File: src/rtl/counter_share_ctrl_if.sv
// Interface bundling the requester handshake and shared-counter signals of
// counter_share_ctrl. The controller uses the slave modport; the requesters
// together with the shared counter sit on the master side.
interface counter_share_ctrl_if #(
  parameter int WIDTH = 4
);
  logic [1:0]       req;
  logic [1:0]       x;
  logic [WIDTH-1:0] count;
  logic             cnt_clr_n;
  logic             cnt_en;
  logic [1:0]       gnt;
  logic [1:0]       done;
  logic             busy;
  logic             err;

  // Requesters plus shared counter: drive requests, enables and the count value.
  modport master (
    output req, x, count,
    input  cnt_clr_n, cnt_en, gnt, done, busy, err
  );

  // Controller: arbitrates and sequences the shared counter.
  modport slave (
    input  req, x, count,
    output cnt_clr_n, cnt_en, gnt, done, busy, err
  );
endinterface

File: src/rtl/counter_share_ctrl.sv
// counter_share_ctrl: shares one WIDTH-bit up-counter between two requesters.
// Round-robin arbitration, one-cycle counter clear, count gated by the owner's
// x bit, one-cycle done pulse when the count reaches all-ones.
// Optional feature: define HOLD_TIMEOUT_EN to abort a RUN phase that lasts
// TIMEOUT cycles without reaching terminal count (err pulse, owner loses priority).
module counter_share_ctrl #(
  parameter int WIDTH   = 4,
  parameter int TIMEOUT = 32
) (
  input logic                 clk,
  input logic                 clear,
  counter_share_ctrl_if.slave bus
);

  typedef enum logic [3:0] {
    IDLE = 4'b0001,
    CLR  = 4'b0010,
    RUN  = 4'b0100,
    DONE = 4'b1000
  } state_t;

  state_t     state;
  logic       owner;
  logic       rr_ptr;
  logic [1:0] gnt_q;
  logic [1:0] done_q;
  logic       busy_q;
  logic       clr_n_q;
  logic       term;
  logic       pick;
  logic       tmo_hit;

  function automatic logic [1:0] onehot(input logic idx);
    return idx ? 2'b10 : 2'b01;
  endfunction

  // Terminal count: the shared counter holds all-ones.
  assign term = (bus.count == {WIDTH{1'b1}});

  // A lone request wins outright; a tie goes to the round-robin pointer.
  assign pick = (bus.req == 2'b11) ? rr_ptr : bus.req[1];

`ifdef HOLD_TIMEOUT_EN
  localparam int TW = $clog2(TIMEOUT + 1);

  logic [TW-1:0] tmo;

  // RUN-cycle counter: zeroed in CLR so it starts at 0 on the first RUN cycle.
  always_ff @(posedge clk or negedge clear) begin
    if (!clear) begin
      tmo <= '0;
    end else if (state == CLR) begin
      tmo <= '0;
    end else if (state == RUN) begin
      tmo <= tmo + TW'(1);
    end
  end

  // Last permitted RUN cycle (the TIMEOUT-th one).
  assign tmo_hit = (tmo == TW'(TIMEOUT - 1));
  // Timeout only when terminal count has not been reached in the same cycle.
  assign bus.err = (state == RUN) && tmo_hit && !term;
`else
  // Without the timeout feature this comparison is constant 0.
  assign tmo_hit = (TIMEOUT < 0);
  assign bus.err = 1'b0;
`endif

  // Count enable follows the owner's x live, and stops at all-ones so the
  // counter never wraps while this block controls it.
  assign bus.cnt_en = (state == RUN) && bus.x[owner] && !term;

  assign bus.gnt       = gnt_q;
  assign bus.done      = done_q;
  assign bus.busy      = busy_q;
  assign bus.cnt_clr_n = clr_n_q;

  // Sequencer: arbitration, counter clear, run/abort/timeout and completion,
  // with the Moore outputs registered alongside the state they belong to.
  // NOTE: every register here uses non-blocking assignment so all updates take
  // effect together at the edge; blocking assignment would let later branches
  // see partially-updated state and simulate differently from the hardware.
  always_ff @(posedge clk or negedge clear) begin
    if (!clear) begin
      state   <= IDLE;
      owner   <= 1'b0;
      rr_ptr  <= 1'b0;
      gnt_q   <= 2'b00;
      done_q  <= 2'b00;
      busy_q  <= 1'b0;
      clr_n_q <= 1'b1;
    end else begin
      case (state)
        IDLE: begin
          if (|bus.req) begin
            state   <= CLR;
            owner   <= pick;
            gnt_q   <= onehot(pick);
            busy_q  <= 1'b1;
            clr_n_q <= 1'b0;
          end
        end
        CLR: begin
          state   <= RUN;
          clr_n_q <= 1'b1;
        end
        RUN: begin
          if (term) begin
            // Completion beats a simultaneous request drop or timeout.
            state  <= DONE;
            done_q <= onehot(owner);
          end else if (tmo_hit) begin
            // Hung owner: abort and hand priority to the other requester.
            state  <= IDLE;
            rr_ptr <= ~owner;
            gnt_q  <= 2'b00;
            busy_q <= 1'b0;
          end else if (!bus.req[owner]) begin
            // Owner withdrew: abort without done, priority unchanged.
            state  <= IDLE;
            gnt_q  <= 2'b00;
            busy_q <= 1'b0;
          end
        end
        DONE: begin
          state  <= IDLE;
          rr_ptr <= ~owner;
          done_q <= 2'b00;
          gnt_q  <= 2'b00;
          busy_q <= 1'b0;
        end
        default: begin
          state   <= IDLE;
          gnt_q   <= 2'b00;
          done_q  <= 2'b00;
          busy_q  <= 1'b0;
          clr_n_q <= 1'b1;
        end
      endcase
    end
  end

endmodule

File: src/flat_wrapper.sv
// flat-port wrapper written by rule: the top's interface ports become plain ports
module counter_share_ctrl_flat 
#(
  parameter int WIDTH   = 4,
  parameter int TIMEOUT = 32
)
  (clk, clear, bus_req, bus_x, bus_count, bus_cnt_clr_n, bus_cnt_en, bus_gnt, bus_done, bus_busy, bus_err);
  counter_share_ctrl_if #(.WIDTH(WIDTH)) bus_i ();
  input logic clk;
  input logic clear;
  input wire logic [$bits(bus_i.req)-1:0] bus_req;
  input wire logic [$bits(bus_i.x)-1:0] bus_x;
  input wire logic [$bits(bus_i.count)-1:0] bus_count;
  output wire logic [$bits(bus_i.cnt_clr_n)-1:0] bus_cnt_clr_n;
  output wire logic [$bits(bus_i.cnt_en)-1:0] bus_cnt_en;
  output wire logic [$bits(bus_i.gnt)-1:0] bus_gnt;
  output wire logic [$bits(bus_i.done)-1:0] bus_done;
  output wire logic [$bits(bus_i.busy)-1:0] bus_busy;
  output wire logic [$bits(bus_i.err)-1:0] bus_err;
  assign bus_i.req = bus_req;
  assign bus_i.x = bus_x;
  assign bus_i.count = bus_count;
  assign bus_cnt_clr_n = bus_i.cnt_clr_n;
  assign bus_cnt_en = bus_i.cnt_en;
  assign bus_gnt = bus_i.gnt;
  assign bus_done = bus_i.done;
  assign bus_busy = bus_i.busy;
  assign bus_err = bus_i.err;
  counter_share_ctrl #(.WIDTH(WIDTH), .TIMEOUT(TIMEOUT)) u_core (.clk(clk), .clear(clear), .bus(bus_i));
endmodule
File: config.mk
export PLATFORM = sky130hd
export DESIGN_NAME = counter_share_ctrl_flat
export DESIGN_NICKNAME = d
export VERILOG_FILES = /design/src/rtl/counter_share_ctrl_if.sv /design/src/rtl/counter_share_ctrl.sv /design/src/flat_wrapper.sv
export SDC_FILE = /design/constraint.sdc
export NUM_CORES = 1
export LEC_CHECK = 0
export ABC_AREA = 1
export CELL_PAD_IN_SITES_DETAIL_PLACEMENT = 1
export CELL_PAD_IN_SITES_GLOBAL_PLACEMENT = 1
export CORE_MARGIN = 1
export CORE_UTILIZATION = 35
export DETAILED_ROUTE_END_ITERATION = 12
export PLACE_DENSITY = 0.81
export SLEW_MARGIN = 30
export SYNTH_ARGS = -nofsm -noshare
export SYNTH_HDL_FRONTEND = slang
export SYNTH_SLANG_ARGS = --single-unit
File: constraint.sdc
create_clock -name clk -period 2.5 [get_ports clk]
set_input_delay 0.5 -clock clk [delete_from_list [all_inputs] [get_ports clk]]
set_output_delay 0.5 -clock clk [all_outputs]
set_load 0.005 [all_outputs]
==> results of run 1 <==
==> through the flow <==
step	std cells	instance area, um^2
global route	122	847.1
detailed placement	119	824.5
floorplan	79	640.6
global placement	119	824.5
CTS	122	847.1
finish	122	847.1
==> power breakdown <==
part,internal (mW),total (mW),switching [mW],leakage [nW]
sequential,0.269,0.318,0.0488,0.155
combinational,0.157,0.373,0.216,0.239
clock,0.0556,0.115,0.0592,0.0138
==> worst reg2reg max path: cells and delay by family, from the launching register on <==
family	cells	cell delay, ns
DFF	1	0.55
and+or+nand+nor	6	0.54
buffers and inverters	2	0.09
==> layout make-up <==
class / instances / area share (%)
Inverter: 10 / 4.431
Timing Repair Buffer: 16 / 18.91
Multi-Input combinational cell: 56 / 34.56
Clock buffer: 3 / 2.659
Tap cell: 25 / 3.693
Sequential cell: 12 / 35.75
==> cell families after synthesis <==
logic type	Yosys count	share of synthesized area [%]
AO/OA/AOI/OAI	9	8.008
buffers and inverters	11	7.032
flip-flops	12	47.27
other	1	0.5854
AND/OR/NAND/NOR	46	37.11
==> per-layer routing <==
| metal | wire [um] | GRT usage [%] | vias up |
|---|---|---|---|
| li1 | - | - | 283 |
| met1 | 563 | 21.66 | 259 |
| met2 | 673 | 23.24 | 13 |
| met3 | 38 | 4.800 | 0 |
| met4 | 0 | 9.091 | 0 |
| met5 | 0 | 0 | - |
==> registers in the layout, summed over array words and instances (netlist names) <==
name and count:
u_core.bus.cnt_clr_n 1, u_core.rr_ptr 1, u_core.bus.gnt 2, u_core.bus.done 2, u_core.bus.busy 1, u_core.owner 1, u_core.state 4
==> final timing paths <==
path,start,endpoint,slack (ns),depth (start not counted)
worst max register to register,u_core.state[0]$_DFFE_PN1P_,u_core.bus.gnt[1]$_DFFE_PN0P_,1.27,8
max in group asynchronous,clear,u_core.state[0]$_DFFE_PN1P_,1.56,1
worst max-delay path,u_core.state[1]$_DFFE_PN0P_,bus_cnt_en,0.23,6
min in group asynchronous,clear,u_core.bus.gnt[0]$_DFFE_PN0P_,0.58,1
worst min-delay path,u_core.bus.cnt_clr_n$_DFFE_PN1P_,u_core.bus.cnt_clr_n$_DFFE_PN1P_,0.47,2
worst min register to register,u_core.bus.cnt_clr_n$_DFFE_PN1P_,u_core.bus.cnt_clr_n$_DFFE_PN1P_,0.47,2
==> layout by cell type (no fill, tap or decap) <==
cell and count:
nor2_1 4, nand3_1 6, dfstp_2 2, clkbuf_4 3, conb_1 1, inv_2 5
nand3_2 1, nor2_4 1, o21ai_1 4, inv_1 5, o21ai_0 1, dfrtp_1 10
nor2_8 1, nand2_2 6, nor2_2 5, clkdlybuf4s50_1 16, a21oi_1 2, o21ai_2 1
o21a_1 1, nand2_1 22
==> results.py, run 1 <==
metrics = {
    "run_status": {
        "outcome": "finished with violations",
        "violations": "DRC",
    },
    "route": {
        "viasPerCell": 4.549,
        "wl_mm": 1.275,
        "ant_nets": 0,
        "drt_iter0_drc": 7,
        "wl_per_cell_um": 10.45,
        "vias": 555,
        "firstDrtPassIters": 8,
        "drc": 1,
    },
    "sta": {
        "grt_setup_unrepaired": "no",
        "fin_crit_sh_pct": 90.74,
        "hold_ws_ns": 0.4749,
        "max_freq_mhz": 440.8,
        "post-route-min-period_ns": 2.268,
        "hold_viol_final": 0,
        "fin_worst_skew_ns": 0.001039,
        "slew_viol_final": 0,
        "fin_setup_tns_ns": 0,
        "setup_viol": 0,
        "finalWorstSetupSlack_ns": 0.2316,
        "worst_pin_slew_ns": 0.5251,
        "maxSlewHeadroom_pct": 64.88,
    },
    "grt": {
        "grt_pass1_vias": 514,
        "grt_pass1_wl_mm": 2.263,
        "antenna_found_initial": 0,
        "grt-ovfl-total": 0,
        "grt_use_total_pct": 16.18,
        "grt_start_max_net_pins": 13,
    },
    "pwr": {
        "power_mw": 0.8054,
        "power_density_nw_per_um2": 950.8,
        "p_leak_nw": 0.4074,
        "ir_drop_mv": 0.3506,
    },
    "clock_network": {
        "cts_htree_levels": 1,
        "clk_latency_ns": 0.26,
        "holdBufCountCts": 0,
        "cts_sinks": 12,
        "cts_buffers": 3,
        "cts_setup_buffers": 0,
        "cts_tree": "built",
        "cts_buffer_depth": 2,
        "clk_pin_slew_ns": 0.07,
        "cts_root_buffer": "clkbuf_4",
        "post_cts_resized": 0,
    },
    "synth": {
        "ys_top_cells_by_area": "dfrtp_1 (39%), nand2_1 (13%), dfstp_2 (8.2%)",
        "synth_seq_cells": 12,
        "avgSynthCellArea_um2": 8.109,
        "synth-edff-count": 0,
        "ys_types": 19,
        "netlist_area_um2": 640.6,
        "synth.most_common_cell": "nand2_1",
        "synth_top_area_share_pct": 39.06,
        "async_flop_share_pct": 100.0,
        "synth_top_area_cell": "dfrtp_1",
        "synth_cells": 79,
        "syn-num-nets": 89,
        "ys_warn_count": 0,
        "synth_common_cells": "nand2_1 (22), dfrtp_1 (10), nand2_2 (6), nand3_1 (6)",
        "seq_area_frac_synth_pct": 47.27,
        "ys.flop_type": "dfrtp_1",
    },
    "die": {
        "fp.dieW_um": 44.78,
        "die-area_um2": 2005,
        "io_pins": 18,
        "fp-row-count": 15,
        "start_util_pct": 37.10,
        "core_um2": 1727,
        "fp.dieH_um": 44.78,
    },
    "finish": {
        "syn_to_final_growth_pct": 32.23,
        "nFillCells": 222,
        "fin_util_pct": 49.06,
        "nNetsFinal": 109,
        "n_antenna_cell": 0,
        "final_layout_size_suffix_gt1_share_pct": 25.77,
        "multiInputGateArea_um2": 292.8,
        "regArea_um2": 302.8,
    },
    "placement": {
        "io_buffer_count": 16,
        "place_ws_ns": 0.2718,
        "hpwl_mm": 1.082,
        "gp_congestion": 0.7114,
    },
    "critical_path": {
        "path_buf_inv": 2,
        "crit_fanout": 7,
        "cpLargestDelayFamily": "buffers and inverters",
        "slowest_delay_ns": 0.51,
        "crit_path_cell_trace": "nor2_2, inv_2, nor2_8, nand3_1, a21oi_1, clkdlybuf4s50_1",
        "cp.required_ns": 2.00,
        "start_kind": "flop",
        "end_kind": "output port",
        "crit_arrival_ns": 1.77,
        "crit_type": "reg2out",
        "slowest_stage": "clkdlybuf4s50_1",
    },
    "flow_run": {
        "cap_violations": 0,
    },
    "worst_hold_path": {
        "holdCritPathClass": "reg2reg",
    },
}
No activity file was read; power rests on OpenSTA's default activity.
==> inputs of run 2 (changes only) <==
- CORE_UTILIZATION: 35 -> 45
- DONT_BUFFER_PORTS: default -> 1
- PLACE_DENSITY: 0.81 -> 0.78
- SETUP_SLACK_MARGIN: default -> 0.4
==> results.py, run 2 (synthesis gave the netlist of run 1 again) <==
metrics = {
    "critical_path": {
        "crit_arrival_ns": 1.34,
        "crit_path_cell_trace": "nor2_2, inv_2, nor2_8, nand3_1, a21oi_1",
        "cp.required_ns": 2.00,
        "slowest_stage": "dfrtp_1",
        "rr_worst_depth": 8,
        "cpLargestDelayFamily": "flip-flops",
        "slowest_delay_ns": 0.41,
        "end_kind": "output port",
        "crit_fanout": 7,
        "crit_type": "reg2out",
        "start_kind": "flop",
        "critical_path_depth": 5,
        "path_buf_inv": 1,
    },
    "route": {
        "drt_iter0_drc": 2,
        "firstDrtPassIters": 2,
        "wl_mm": 1.304,
        "vias": 508,
        "wl_per_cell_um": 13.31,
        "drc": 0,
        "viasPerCell": 5.184,
        "ant_nets": 0,
    },
    "clock_network": {
        "cts_buffers": 3,
        "post_cts_resized": 0,
        "cts_sinks": 12,
        "clk_pin_slew_ns": 0.08,
        "cts_root_buffer": "clkbuf_4",
        "cts_buffer_depth": 2,
        "clk_latency_ns": 0.27,
        "cts_tree": "built",
        "cts_htree_levels": 1,
    },
    "sta": {
        "hold_viol_final": 0,
        "slew_viol_final": 0,
        "fin_setup_tns_ns": 0,
        "grt_setup_unrepaired": "no",
        "finalWorstSetupSlack_ns": 0.6587,
        "post-route-min-period_ns": 1.841,
        "fin_crit_sh_pct": 73.65,
        "setup_viol": 0,
        "fin_worst_skew_ns": 0.003936,
        "max_freq_mhz": 543.1,
    },
    "grt": {
        "grt_use_total_pct": 21.69,
        "grt_pass1_wl_mm": 2.228,
        "grt-ovfl-total": 0,
        "grt_pass1_vias": 509,
        "grt_start_max_net_pins": 11,
        "antenna_found_initial": 0,
    },
    "finish": {
        "largest_register_ffs": 4,
        "n_antenna_cell": 0,
        "final_cell_mix": "nand2_1 (22), dfrtp_1 (10), nand2_2 (6), nand3_1 (6)",
        "regMostFlops": "u_core.state",
        "final_common_cell": "nand2_1",
        "nNetsFinal": 94,
        "final_layout_size_suffix_gt1_share_pct": 31.33,
        "syn_to_final_growth_pct": 8.985,
    },
    "pwr": {
        "p_seq_share_pct": 41.7,
        "p_leak_nw": 0.3584,
        "p_int_mw": 0.4529,
        "ir_drop_mv": 0.5114,
        "power_density_nw_per_um2": 1119,
        "power_frac_comb_pct": 38.7,
        "clkPwrFrac_pct": 19.7,
        "switching_share_pct": 42.04,
        "p_switching_mw": 0.3284,
    },
    "die": {
        "start_util_pct": 48.62,
        "io_pins": 18,
        "die-area_um2": 1578,
        "core_um2": 1318,
        "fp.dieH_um": 39.73,
        "fp.dieW_um": 39.73,
        "fp-row-count": 13,
    },
    "flow_run": {
        "cap_violations": 0,
    },
    "placement": {
        "gp_congestion": 0.6870,
        "io_buffer_count": 0,
        "hpwl_mm": 1.050,
        "place_ws_ns": 0.9457,
    },
    "worst_hold_path": {
        "holdCritPathClass": "in2async",
    },
    "run_status": {
        "outcome": "finished, final reports clean",
    },
}
==> run 2: power by group through the flow <==
stage               logic, mW  registers, mW  clock network (mW)
finish                  0.302          0.326               0.154
global route            0.346          0.338               0.166
detailed placement      0.299          0.333                   0
floorplan               0.249          0.318                   0
global placement        0.286          0.328                   0
CTS                     0.306          0.329               0.158
==> run 2: through the flow <==
stage / std cells / cell area [um^2] / total power, mW / hold WS [ns] / util (%)
2_1_floorplan: 79 / 640.6 / 0.5670 / 0.2044 / -
6_report: 98 / 698.2 / 0.7814 / 0.06107 / 52.99
4_1_cts: 98 / 698.2 / 0.7925 / 0.05448 / 52.99
3_3_place_gp: 93 / 651.9 / 0.6138 / 0.2046 / 49.48
3_5_place_dp: 93 / 651.9 / 0.6314 / 0.2047 / 49.48
5_1_grt: 98 / 698.2 / 0.8506 / 0.04434 / 52.99
==> run 2: layout make-up <==
cell class | count | area [um^2]
fill | 173 | 619.3
sequential | 12 | 302.8
multi-input combinational | 56 | 292.8
inverter | 10 | 37.54
clock buffer | 4 | 36.28
tap | 15 | 18.77
timing repair buffer | 1 | 10.01
==> run 2: path summary, 6_finish.rpt <==
kind | start | to | slack [ns]
min in group clk | bus_req[0] | u_core.state[0]$_DFFE_PN1P_ | 0.42
worst max-delay path | u_core.state[1]$_DFFE_PN0P_ | bus_cnt_en | 0.66
worst max register to register | u_core.state[0]$_DFFE_PN1P_ | u_core.bus.gnt[0]$_DFFE_PN0P_ | 1.24
max in group asynchronous | clear | u_core.state[3]$_DFFE_PN0P_ | 1.56
worst min-delay path | clear | u_core.bus.cnt_clr_n$_DFFE_PN1P_ | 0.06
worst min register to register | u_core.bus.cnt_clr_n$_DFFE_PN1P_ | u_core.bus.cnt_clr_n$_DFFE_PN1P_ | 0.48
==> run 2: metal layers <==
metal  global-route usage, %  vias to the layer above  wire (um)
met3                   3.409                        2         48
met5                       0                        -          0
met1                   27.56                      240        599
met4                   7.759                        0          6
met2                   36.48                       14        649
li1                        -                      252          -
==> run 2: timing repair <==
item	in CTS	in global routing
setup buffers	0	0
hold buffers	1	0
endpoints found under the hold margin	10	0
==> inputs of run 3 (changes only) <==
- CORE_ASPECT_RATIO: default -> 1.1
- CORE_UTILIZATION: 45 -> 42
- PLACE_DENSITY: 0.78 -> 0.73
- clock period: 2.5 -> 1.9 ns (I/O delays scaled with it)
==> results.py, run 3 (synthesis gave the netlist of run 1 again) <==
metrics = {
    "run_status": {
        "outcome": "finished, final reports clean",
    },
    "grt": {
        "grt_pass1_wl_mm": 2.221,
        "busiest_layer": "met2",
        "grt_use_total_pct": 20.13,
        "grt_pass1_vias": 533,
        "antenna_found_initial": 0,
        "grtUsageMet1_pct": 26.19,
        "use_met2_pct": 29.33,
        "grt-ovfl-total": 0,
        "grt_start_max_net_pins": 13,
        "grt_use_met3_pct": 3.141,
    },
    "clock_network": {
        "cts_root_buffer": "clkbuf_4",
        "cts_sinks": 12,
        "cts_buffer_depth": 2,
        "cts_buffers": 3,
        "clk_pin_slew_ns": 0.07,
        "cts_tree": "built",
        "clk_latency_ns": 0.27,
        "cts_htree_levels": 1,
    },
    "finish": {
        "nNetsFinal": 98,
        "final_cell_mix": "nand2_1 (22), dfrtp_1 (10), inv_2 (5), inv_1 (5), nand2_2 (5)",
        "final_layout_size_suffix_gt1_share_pct": 37.21,
        "syn_to_final_growth_pct": 15.43,
        "largest_register_ffs": 4,
        "nFillCells": 191,
        "regArea_um2": 302.8,
        "multiInputGateArea_um2": 316.6,
        "regMostFlops": "u_core.state",
        "final_common_cell": "nand2_1",
        "n_antenna_cell": 0,
    },
    "sta": {
        "fin_crit_sh_pct": 84.07,
        "maxSlewHeadroom_pct": 64.39,
        "fin_setup_tns_ns": 0,
        "fin_worst_skew_ns": 0.002770,
        "grt_setup_unrepaired": "yes",
        "max_freq_mhz": 626.0,
        "post-route-min-period_ns": 1.597,
        "hold_viol_final": 0,
        "hold_ws_ns": 0.2963,
        "worst_pin_slew_ns": 0.5323,
        "slew_viol_final": 0,
        "setup_viol": 0,
    },
    "route": {
        "drt_iter0_drc": 4,
        "vias": 518,
        "wl_per_cell_um": 13.06,
        "ant_nets": 0,
        "viasPerCell": 5.078,
        "firstDrtPassIters": 2,
        "wl_mm": 1.332,
        "drc": 0,
    },
    "die": {
        "fp-row-count": 14,
        "core_um2": 1401,
        "start_util_pct": 45.71,
        "fp.dieW_um": 39.24,
        "fp.dieH_um": 42.96,
        "die-area_um2": 1686,
        "io_pins": 18,
    },
    "pwr": {
        "p_leak_nw": 0.3730,
        "power_density_nw_per_um2": 1405,
        "ir_drop_mv": 0.4970,
    },
    "critical_path": {
        "crit_path_cell_trace": "inv_2, nand2_4, nor2_8, nand3_2, a21oi_2",
        "slowest_stage": "dfrtp_1",
        "regToRegEndpoint": "u_core.bus.busy$_DFFE_PN0P_",
        "slowest_delay_ns": 0.40,
        "crit_fanout": 4,
        "crit_type": "reg2out",
        "cp.required_ns": 1.52,
        "startpoint": "u_core.state[3]$_DFFE_PN0P_",
        "reg2reg_slack_ns": 0.61,
        "reg2reg_from": "u_core.state[0]$_DFFE_PN1P_",
        "rr_worst_depth": 8,
        "start_kind": "flop",
        "end_kind": "output port",
        "crit_arrival_ns": 1.22,
    },
    "placement": {
        "gp_congestion": 0.6953,
        "io_buffer_count": 0,
        "hpwl_mm": 1.033,
    },
    "worst_hold_path": {
        "holdCritPathClass": "in2reg",
        "min_from": "bus_req[0]",
        "hold_depth": 3,
        "hold_path_end": "u_core.state[0]$_DFFE_PN1P_",
    },
    "flow_run": {
        "cap_violations": 0,
    },
}
## run 3: metrics by stage
step                worst slack (ns)  cell area (um^2)  std cells  utilization (%)  power [mW]
floorplan                     0.5777             640.6         79                -      0.7461
global placement              0.5267             653.1         94            46.61      0.8121
detailed placement            0.4733             653.1         94            46.61      0.8281
CTS                           0.2511             721.9        101            51.52       1.036
global route                  0.2489             739.5        102            52.77       1.131
finish                        0.3026             739.5        102            52.77       1.039
## run 3: worst max path at each step
stage                  to  slack [ns]  depth (start not counted)
2_1_floorplan  bus_cnt_en        0.58                          5
3_3_place_gp   bus_cnt_en        0.53                          5
3_5_place_dp   bus_cnt_en        0.47                          5
4_1_cts        bus_cnt_en        0.25                          5
5_1_grt        bus_cnt_en        0.25                          5
6_report       bus_cnt_en        0.30                          5
## run 3: timing repair
item                                    4_1_cts  5_1_grt
endpoints found under the hold margin        12        0
endpoints found under the setup margin        1        1
hold buffers                                  1        0
buffers inserted                              3        1
pin swaps                                     3        3
resized for setup                             3        2
## run 3: layout make-up
type	count	share of cell area [%]
multi-input cells	56	42.81
flip-flops and latches	12	40.95
repair buffers	5	5.415
inverters	10	5.076
clock buffers	3	3.046
well taps	16	2.707
## run 3: power breakdown
group	switching, mW	total (mW)	internal [mW]
clock network	0.0841	0.158	0.0734
logic	0.281	0.443	0.163
registers	0.0840	0.438	0.354
## run 3: metal layers
metal  wire length, um  share of wire (%)
met2               683                 51
met5                 0                  0
met3                47                3.5
met4                39                2.9
met1               561                 42
## run 3: worst max-delay path: cells and delay by family (launching register included)
| kind | cells | cell delay, ns |
|---|---|---|
| AND/OR/NAND/NOR | 3 | 0.29 |
| flip-flops | 1 | 0.40 |
| buffers and inverters | 1 | 0.09 |
| AO/OA/AOI/OAI | 1 | 0.16 |
